**src/rtl/clock_pkg.sv**
```systemverilog
// Shared definitions for the wall-clock datapath: time-field widths, field
// limits and the time-setting controller's state encoding.
package clock_pkg;

  // Field widths for binary hour (0..23) and minute (0..59) values.
  localparam int HR_W  = 5;
  localparam int MIN_W = 6;

  // Largest legal value of each field; the next increment wraps to zero.
  localparam logic [HR_W-1:0]  HR_MAX  = HR_W'(23);
  localparam logic [MIN_W-1:0] MIN_MAX = MIN_W'(59);

  // Controller states. RUN lets the counter chain advance; the SET states
  // freeze it while the user edits; COMMIT is the one-cycle load strobe.
  typedef enum logic [1:0] {
    RUN     = 2'd0,
    SET_HR  = 2'd1,
    SET_MIN = 2'd2,
    COMMIT  = 2'd3
  } state_t;

  // Wrap-around increment of an hour value.
  function automatic logic [HR_W-1:0] hr_inc(input logic [HR_W-1:0] v);
    return (v == HR_MAX) ? '0 : v + 1'b1;
  endfunction

  // Wrap-around increment of a minute value.
  function automatic logic [MIN_W-1:0] min_inc(input logic [MIN_W-1:0] v);
    return (v == MIN_MAX) ? '0 : v + 1'b1;
  endfunction

endpackage

```
**src/rtl/blink_gen.sv**
```systemverilog
// Blink phase generator: a counter running 0..BLINK_HALF-1 whose wrap toggles
// the phase bit. A clear restarts the visible (phase 0) half-period.
module blink_gen #(
  parameter int BLINK_HALF = 50
) (
  input  logic clk_100,
  input  logic rst,
  input  logic i_clr,
  output logic o_phase
);

  localparam int CNT_W = (BLINK_HALF > 1) ? $clog2(BLINK_HALF) : 1;
  localparam logic [CNT_W-1:0] CNT_LAST = CNT_W'(BLINK_HALF - 1);

  logic [CNT_W-1:0] r_cnt;
  logic             r_phase;
  logic             w_wrap;

  assign w_wrap  = (r_cnt == CNT_LAST);
  assign o_phase = r_phase;

  // Half-period counter with phase toggle on wrap; clear forces visible phase.
  always_ff @(posedge clk_100 or negedge rst) begin
    if (!rst) begin
      r_cnt   <= '0;
      r_phase <= 1'b0;
    end else if (i_clr) begin
      r_cnt   <= '0;
      r_phase <= 1'b0;
    end else if (w_wrap) begin
      r_cnt   <= '0;
      r_phase <= ~r_phase;
    end else begin
      r_cnt   <= r_cnt + 1'b1;
    end
  end

endmodule

```
**src/rtl/time_set_ctrl.sv**
```systemverilog
// Time-setting controller: freezes the minute/hour chain while the user edits
// hours then minutes with two buttons, commits the result with a one-cycle
// load strobe, abandons the edit after a period of inactivity, and drives the
// display mux and field blinking while editing.
module time_set_ctrl
  import clock_pkg::*;
#(
  parameter int BLINK_HALF = 50,
  parameter int TIMEOUT_S  = 10
) (
  input  logic             clk_100,
  input  logic             rst,
  input  logic             pb_mode,
  input  logic             pb_inc,
  input  logic             tick_1hz,
  input  logic [HR_W-1:0]  cur_hr,
  input  logic [MIN_W-1:0] cur_min,
  output logic             run_en,
  output logic             load,
  output logic [HR_W-1:0]  load_hr,
  output logic [MIN_W-1:0] load_min,
  output logic [HR_W-1:0]  disp_hr,
  output logic [MIN_W-1:0] disp_min,
  output logic             blank_hr,
  output logic             blank_min,
  output logic             editing
);

  localparam int IDLE_W = $clog2(TIMEOUT_S + 1);
  localparam logic [IDLE_W-1:0] IDLE_LAST = IDLE_W'(TIMEOUT_S - 1);

  state_t           r_state;
  state_t           w_state_next;
  logic [HR_W-1:0]  r_edit_hr;
  logic [MIN_W-1:0] r_edit_min;
  logic [IDLE_W-1:0] r_idle;

  logic w_in_set;
  logic w_activity;
  logic w_timeout;
  logic w_enter_hr;
  logic w_enter_min;
  logic w_inc_hr;
  logic w_inc_min;
  logic w_blink_clr;
  logic w_phase;

  // Event decode. pb_mode always wins over a simultaneous pb_inc.
  assign w_in_set    = (r_state == SET_HR) || (r_state == SET_MIN);
  assign w_activity  = pb_mode || pb_inc;
  assign w_timeout   = w_in_set && !w_activity && tick_1hz && (r_idle == IDLE_LAST);
  assign w_enter_hr  = (r_state == RUN) && pb_mode;
  assign w_enter_min = (r_state == SET_HR) && pb_mode;
  assign w_inc_hr    = (r_state == SET_HR) && pb_inc && !pb_mode;
  assign w_inc_min   = (r_state == SET_MIN) && pb_inc && !pb_mode;
  assign w_blink_clr = w_enter_hr || w_enter_min || w_inc_hr || w_inc_min;

  // Next-state logic; COMMIT always returns to RUN after its single cycle.
  always_comb begin
    w_state_next = r_state;
    case (r_state)
      RUN: begin
        if (pb_mode) w_state_next = SET_HR;
      end
      SET_HR: begin
        if (pb_mode)        w_state_next = SET_MIN;
        else if (w_timeout) w_state_next = RUN;
      end
      SET_MIN: begin
        if (pb_mode)        w_state_next = COMMIT;
        else if (w_timeout) w_state_next = RUN;
      end
      COMMIT: begin
        w_state_next = RUN;
      end
      default: begin
        w_state_next = RUN;
      end
    endcase
  end

  // State register.
  always_ff @(posedge clk_100 or negedge rst) begin
    if (!rst) begin
      r_state <= RUN;
    end else begin
      r_state <= w_state_next;
    end
  end

  // Edit registers: snapshot the running time on entry, then step the active field.
  always_ff @(posedge clk_100 or negedge rst) begin
    if (!rst) begin
      r_edit_hr  <= '0;
      r_edit_min <= '0;
    end else if (w_enter_hr) begin
      r_edit_hr  <= cur_hr;
      r_edit_min <= cur_min;
    end else begin
      if (w_inc_hr)  r_edit_hr  <= hr_inc(r_edit_hr);
      if (w_inc_min) r_edit_min <= min_inc(r_edit_min);
    end
  end

  // Inactivity counter: counts seconds in the SET states, restarts on any press.
  // It is held at zero outside the SET states so each edit starts fresh.
  always_ff @(posedge clk_100 or negedge rst) begin
    if (!rst) begin
      r_idle <= '0;
    end else if (!w_in_set || w_activity) begin
      r_idle <= '0;
    end else if (tick_1hz) begin
      r_idle <= r_idle + 1'b1;
    end
  end

  blink_gen #(
    .BLINK_HALF (BLINK_HALF)
  ) u_blink (
    .clk_100 (clk_100),
    .rst     (rst),
    .i_clr   (w_blink_clr),
    .o_phase (w_phase)
  );

  // Outputs decoded from registered state only; the display mux is the one
  // path from inputs (cur_*) to outputs, selected by registered state.
  assign run_en    = (r_state == RUN);
  assign editing   = (r_state != RUN);
  assign load      = (r_state == COMMIT);
  assign load_hr   = (r_state == COMMIT) ? r_edit_hr  : '0;
  assign load_min  = (r_state == COMMIT) ? r_edit_min : '0;
  assign disp_hr   = (r_state == RUN) ? cur_hr  : r_edit_hr;
  assign disp_min  = (r_state == RUN) ? cur_min : r_edit_min;
  assign blank_hr  = (r_state == SET_HR)  && w_phase;
  assign blank_min = (r_state == SET_MIN) && w_phase;

endmodule

```
**config.mk**
```make
export PLATFORM = sky130hd
export DESIGN_NAME = time_set_ctrl
export DESIGN_NICKNAME = d
export VERILOG_FILES = /design/src/rtl/clock_pkg.sv /design/src/rtl/blink_gen.sv /design/src/rtl/time_set_ctrl.sv
export SDC_FILE = /design/constraint.sdc
export NUM_CORES = 1
export LEC_CHECK = 0
export CORE_MARGIN = 3
export CORE_UTILIZATION = 59
export CTS_CLUSTER_DIAMETER = 50
export DETAILED_ROUTE_END_ITERATION = 10
export DONT_BUFFER_PORTS = 1
export PLACE_DENSITY = 0.74
export SLEW_MARGIN = 20
export SYNTH_ARGS = -nofsm -noshare
export SYNTH_HDL_FRONTEND = slang
export SYNTH_SLANG_ARGS = --single-unit
export TNS_END_PERCENT = 5
```
**constraint.sdc**
```tcl
create_clock -name clk_100 -period 1.75 [get_ports clk_100]
set_input_delay 0.175 -clock clk_100 [delete_from_list [all_inputs] [get_ports clk_100]]
set_output_delay 0.175 -clock clk_100 [all_outputs]
set_load 0.1 [all_outputs]
```
After elaboration in Yosys (flattened, before gate mapping)

Index checks and enable logic that the tools add are counted.

Register bits after elaboration: 24
Bits in latches: 0
RAM bits: 0
Bits in read-only memories: 0
Input port bits: 16
Output and inout port bits: 27
Word-level logic and storage cells: 66
Memories: 0

$add $sub $neg: 4
Multipliers: 0
Divide/modulo/power cells: 0
Order comparisons: 0
Equal/unequal tests: 8
Shift-type cells: 0
Multiplexer cells: 21
Bitwise operators: 1
Reduce and logical (&&, ||, !) cells: 26

Operators by type and width:

| kind                                                                   | count |
|---|---|
| 6-bit 2-to-1 mux                                                       | 7 |
| 5-bit 2-to-1 mux                                                       | 5 |
| 6-bit by 1-bit adder with 6-bit output (second input constant)         | 2 |
| 6-bit equality test (second input constant)                            | 2 |
| 1-bit logical AND                                                      | 11 |
| 2-bit nonzero test                                                     | 5 |
| 2-bit 2-to-1 mux                                                       | 4 |
| 4-bit 2-to-1 mux                                                       | 2 |
| 2-bit one-hot mux with 4 select lines                                  | 1 |
| 1-bit logical OR                                                       | 6 |
| 5-bit by 1-bit adder with 5-bit output (second input constant)         | 1 |
| 5-bit equality test (second input constant)                            | 1 |
| 4-bit by 1-bit adder with 4-bit output (second input constant)         | 1 |
| 2-bit equality test (second input constant)                            | 2 |
| 4-bit equality test (second input constant)                            | 1 |
| 1-bit zero test                                                        | 3 |
| 2-bit by 1-bit equality test with 1-bit output (second input constant) | 1 |
| 2-bit zero test                                                        | 1 |
| 1-bit 2-to-1 mux                                                       | 2 |
| 2-bit inequality test (second input constant)                          | 1 |
| 1-bit inverter                                                         | 1 |

Depth between registers and ports, before layout

Gate-level depths: netlist of run 1.

Word-level depth: 8
Depth in mapped cells: 7

Cells and area by module

From an unflattened synthesis of run 1, not the netlist that was laid out.

Cells, all modules: 176
Area total of the unflattened synthesis: 1636.6 um^2

Modules (own cells, without submodules):

| module        | times used | cells each | area an instance (um^2) |
|---|---|---|---|
| time_set_ctrl | 1          | 146        | 1287.5 |
| blink_gen     | 1          | 30         | 349.1 |

Worst setup path after synthesis of run 1

OpenSTA, ideal clock, no wires.

Kind: register -> output
Start point: reg r_state[0]
End point: out disp_min[2]
Data arrival time: 3.623 ns
Setup slack: -2.048 ns
Cell stages (with the launch flop): 6
Path buffers: 2
Path through: dfrtp_1 > inv_1 > ha_1 > buf_2 > buf_2 > o21ai_0

Longest elaborated chain between the ends: 2

Ends and longest elaborated chain:

| what                   | line                 | RTL |
|---|---|---|
| start, declared        | time_set_ctrl.sv:32  | `state_t r_state;` |
| start signal, assigned | time_set_ctrl.sv:87  | `r_state <= w_state_next;` |
| 2-bit zero test        | -                    |  |
| net run_en             | time_set_ctrl.sv:18  | `output logic run_en,` |
| 6-bit 2-to-1 mux       | time_set_ctrl.sv:134 | `assign disp_min = (r_state == RUN) ? cur_min : r_edit_min;` |
| end, declared          | time_set_ctrl.sv:23  | `output logic [MIN_W-1:0] disp_min,` |

The timed path passes the listed nets, and every way through them passes these cells.

Final worst setup path of run 1

Start point: reg r_state[1]
End point: out disp_min[3]

Longest elaborated chain between the ends: 2

Ends and longest elaborated chain:

| what             | line |
|---|---|
| 2-bit zero test  | time_set_ctrl.sv:134 |
| 6-bit 2-to-1 mux | time_set_ctrl.sv:134 |

Every way passes these cells.

==> results of run 1 <==
==> layout make-up <==
| type | count | area (sq um) |
|---|---|---|
| timing repair buffer | 44 | 667 |
| fill | 70 | 126 |
| tap | 30 | 37.5 |
| inverter | 7 | 30.0 |
| sequential | 24 | 601 |
| multi-input combinational | 142 | 1050 |
| clock buffer | 4 | 36.3 |
==> flip-flops by register name, summed over array words and instances, names as in the netlist <==
register	count
r_edit_hr	5
r_idle	4
r_state	2
r_edit_min	6
u_blink.r_cnt	6
u_blink.o_phase	1
==> kinds of logic after synthesis <==
group	synth area share [%]
buf+inv	4.62
mux	8.16
simple gates	24.8
fa+ha+maj	8.47
compound gates	12.2
flops	37.0
xor+xnor	4.85
==> cell usage after synthesis, types with 3 or more instances <==
master    instances  area [sq um]
nand2_1          12          45.0
nand3_1           5          25.0
inv_1             7          26.3
and2_1           13          81.3
a211oi_1          3          22.5
a31oi_1           4          25.0
nand4_1           3          18.8
a21oi_1          12          60.1
nor2_1           30           113
mux2_2           10           113
ha_1             11           138
o21ai_0           5          25.0
xor2_1            6          52.6
o211ai_1          3          22.5
dfrtp_1          24           601
xnor2_1           3          26.3
buf_2             3          15.0
==> metal layers <==
metal  wire, um  track usage (%)
met1       2020             40.7
met4        429             19.5
met5          0                0
met3        697             6.80
met2       2870             61.2
==> worst max-delay path: cells and delay by family (launching register included) <==
family | cells | cell delay, ns
adders and majority gates | 1 | 0.18
buffers and inverters | 3 | 0.43
DFF | 1 | 0.42
muxes | 1 | 0.33
==> what timing repair did <==
item                                   CTS  global route
endpoints found under the hold margin   29            24
gates resized for setup                 15             9
hold buffers                             6             1
buffers inserted                         8             1
setup endpoints to repair               14            38
pin swaps                                2             1
==> placed cells by master, fill, tap and decap left out, types with 5 or more instances in the layout <==
cell type and count:
nand2_1 12, buf_4 9, buf_12 25, xor2_1 6, nor2_1 30, and2_2 10, dlygate4sd3_1 6, nand3_1 5
ha_1 7, mux2_4 10, a21oi_1 12, dfrtp_1 24
==> path summary, 6_finish.rpt <==
kind	to	slack [ns]	cells after the start
min in group asynchronous	r_edit_hr[0]	0.36	2
hold reg to reg	u_blink.r_cnt[0]	0.53	1
hold / removal	r_edit_hr[0]	0.02	2
max in group asynchronous	r_state[0]	1.03	2
setup reg to reg	u_blink.r_cnt[2]	0	7
setup / recovery	disp_min[3]	-0.11	5
==> stage by stage <==
stage               util, %  worst slack [ns]  setup TNS [ns]  hold WS (ns)  instance area (sq um)
detailed placement     85.1             0.116               0        -0.120                   2170
global route           95.0            -0.138           -1.57        0.0151                   2420
finish                 95.0            -0.111           -1.12        0.0168                   2420
floorplan                 -            -0.263           -3.40        -0.121                   1670
CTS                    93.3           -0.0616          -0.598       0.00361                   2370
global placement       85.1             0.199               0        -0.120                   2170
==> metrics.txt, run 1 <==
status=finished with violations; failing checks=negative setup slack; CTS Buffer Depth=2; total core area=2540 sq um; Worst Skew=0.00366 ns; clock sinks=24; fmax=537 MHz; Critical-path top delay cell=dfrtp_1; RSZ-0062 raised after global routing=true; critical path data arrival time=1.69 ns; Post-synth EDFFs=0; post-DR vias/cell=6.99; Avg Inst Size Synth=9.03 sq um; IO buf count=0; Critical Path RT=1.57 ns; Final Wtd Congestion=0.817; DR vias=1755; Hold Crit Class=primary input to flip-flop; io pins=43; vias in the first global route=1720; CTS root buf=clkbuf_4; HPWL Detailed=2.90 mm; # rows=18; Critical Path Start=r_state[1]; critical path launch point type=flip-flop; top_reg_cell synth=dfrtp_1; antenna violations before repair=0; Tot GR Track Use=35.4%; CTS clk-pin slew, worst paths=0.14 ns; average wire per standard cell=24.0 um; Clock Latency Late Sink=0.32 ns; Initial Utilization=63.9%; WS Path Type=flip-flop to output port; Slew Limit Fails=0; Netlist cell types=38; worst-margin pin slew=0.537 ns; worst r2r src=r_state[1]; Final Hold Fails=0; crit share post-route=106%; post-route setup slack=-0.111 ns; Antenna diodes=0; Mapped Nets=207; crit-path max FO=5; mapped cell area=1630 sq um; number of DRC markers in iteration 0=182; layout cells sized above 1=34.4%; Num CTS Buffers=3; max cap viols=0; GRT Residual Overflow=0; first-pass detailed-route iteration total=8; async set-reset flop share out of synthesis=100%; Final ANT Viol Nets=0; Nets=249; sequential-to-total area share from yosys stat=37.0%; FF+latch count, synth=24; die area=3420 sq um; # setup viols final=12; Setup crit end kind=output port; drc violations=0; crit-path cells=inv_2 > ha_4 > buf_6 > mux2_4 > buf_12; Syn Inst Count=180; Final Routed Wirelength=6.02 mm; hold path startpoint=cur_hr[0]; fin cells=251; Die Height=58.5 um; Tmin final=1.86 ns; dpl cells=231; CP max stage delay=0.42 ns; largest net degree at the start of global routing=25; Die X=58.5 um; Ys Warns=0; htree depth=1; area delta synth->final=48.8%; first-pass GRT wire length=9.02 mm; Rel. slew slack=64.2%; CTS tree=built
Power of run 1 is not shown: default switching activity piles up to over one toggle a cycle in this logic, so the estimate is an artifact.
==> run 2, diff against run 1 <==
--- a/config.mk
+++ b/config.mk
@@ -5,12 +5,14 @@
 export SDC_FILE = /design/constraint.sdc
 export NUM_CORES = 1
 export LEC_CHECK = 0
+export CELL_PAD_IN_SITES_DETAIL_PLACEMENT = 0
+export CELL_PAD_IN_SITES_GLOBAL_PLACEMENT = 1
 export CORE_MARGIN = 3
-export CORE_UTILIZATION = 59
+export CORE_UTILIZATION = 46
 export CTS_CLUSTER_DIAMETER = 50
 export DETAILED_ROUTE_END_ITERATION = 10
 export DONT_BUFFER_PORTS = 1
-export PLACE_DENSITY = 0.74
+export PLACE_DENSITY = 0.77
 export SLEW_MARGIN = 20
 export SYNTH_ARGS = -nofsm -noshare
 export SYNTH_HDL_FRONTEND = slang
==> run 2 against run 1 <==
The run still ends with negative setup slack left. Worst hold slack improved by 0.0022 ns. Design area is 4.9% higher. Via count shrank 17%. Clock skew rose by 0.0031 ns. Setup slack improved by 0.047 ns. Critical endpoint unchanged. Largest cell class unchanged.
==> metrics.txt, run 2 (synthesized netlist as in run 1, its figures left out) <==
commonest non-fill, non-tap cell in the layout=nor2_1; CTS tree=built; total core area=3200 sq um; Fin Hold WS=0.0191 ns; first-pass GRT wire length=7.22 mm; # rows=20; commonest cells after routing, fill and taps aside=30 x nor2_1, 27 x buf_12, 24 x dfrtp_1; post-DR vias/cell=5.41; WHS Endpoint=r_edit_hr[3]; Antenna diodes=0; drc violations=0; worst r2r src=r_state[0]; critical path launch point type=flip-flop; Worst Skew=0.00676 ns; Setup crit end kind=output port; DR vias=1460; area delta synth->final=56.1%; HPWL Detailed=2.88 mm; Num CTS Buffers=3; clock sinks=24; Die Height=65.4 um; crit share post-route=104%; Final ANT Viol Nets=0; Reg2Reg Depth=8; # setup viols final=12; Rel. slew slack=76.3%; Final Hold Fails=0; worst reg2reg path endpoint=u_blink.r_cnt[4]; Hold Crit Class=primary input to flip-flop; Nets=254; Clock Latency Late Sink=0.32 ns; CTS Buffer Depth=2; Largest regs=r_edit_min x6, u_blink.r_cnt x6, r_edit_hr x5; hold path cells=2; Slew Limit Fails=0; WS Path Type=flip-flop to output port; layout cells sized above 1=34.5%; critical path data arrival time=1.64 ns; CTS root buf=clkbuf_4; Die X=65.4 um; Critical Path RT=1.57 ns; CTS clk-pin slew, worst paths=0.14 ns; htree depth=1; setup_tns=-0.615 ns; crit-path max FO=7; largest net degree at the start of global routing=25; worst reg-to-reg setup slack=0.16 ns; die area=4280 sq um; first-pass detailed-route iteration total=4; fillers=225; fmax=551 MHz; worst-margin pin slew=0.351 ns; final instance area=2540 sq um; average wire per standard cell=16.1 um; max cap viols=0; GRT Residual Overflow=0; number of DRC markers in iteration 0=95; area occupied by multi-input gates=1050 sq um; Reg area=601 sq um; Initial Utilization=50.7%; Tot GR Track Use=21.6%; Critical Path Start=r_state[0]; failing checks=negative setup slack; status=finished with violations; post-route setup slack=-0.0642 ns; hold path startpoint=cur_hr[3]; RSZ-0062 raised after global routing=true; Tmin final=1.81 ns; antenna violations before repair=0; Final Routed Wirelength=4.34 mm; io pins=43; placed instance area=2190 sq um; IO buf count=0; Final Wtd Congestion=0.872; vias in the first global route=1519
-- run 2: cell count changes in the layout (fill, tap and decap cells not counted), moves of 2 or more --
| cell | delta |
|---|---|
| dlygate4sd3_1 | +3 |
| buf_8 | +2 |
| buf_6 | -2 |
| buf_12 | +2 |
-- run 2: final cells by class --
cell class | count | area share (%)
inverter | 7 | 1.18
clock buffer | 3 | 0.888
clock inverter | 1 | 1.18
timing repair buffer | 49 | 29.4
sequential | 24 | 23.7
tap | 44 | 2.17
multi-input combinational | 142 | 41.5
-- run 2: repair_timing --
action                                  in CTS  in global routing
hold buffers                                 9                  1
setup buffers                                9                  1
pin swaps                                    2                  0
endpoints found under the setup margin      15                 32
hold endpoints to repair                    32                  1
resized for setup                           18                  4
-- run 2: worst max-delay path, stage by stage (launching register included) --
cell     delay [ns]
dfrtp_1        0.42
inv_2          0.10
ha_4           0.17
buf_12         0.13
mux2_4         0.32
buf_12         0.17
-- run 2: worst max-delay path by stage --
stage                     depth (start not counted)  slack, ns               end
after floorplan                                   7      -0.26        r_state[0]
after global placement                            6       0.19  u_blink.r_cnt[2]
after detailed placement                          6       0.12  u_blink.r_cnt[2]
after CTS                                         5      -0.08        disp_hr[4]
after global routing                              5      -0.13         blank_min
final                                             5      -0.06       disp_min[3]
-- run 2: routing by layer --
metal	GRT usage, %	part of all wire (%)	wire [um]
met1	24.5	39	1690
met2	41.1	54	2340
met3	2.56	5.4	236
met4	7.25	1.9	82
met5	0	0	0
-- run 2: metrics by stage --
| step | util (%) | setup slack [ns] | std cells |
|---|---|---|---|
| after detailed placement | 68.4 | 0.116 | 246 |
| after global placement | 68.4 | 0.186 | 246 |
| final | 79.2 | -0.0642 | 270 |
| after global routing | 79.2 | -0.127 | 270 |
| after floorplan | - | -0.263 | 180 |
| after CTS | 78.1 | -0.0756 | 268 |
Power of run 2 is left out for the same reason.
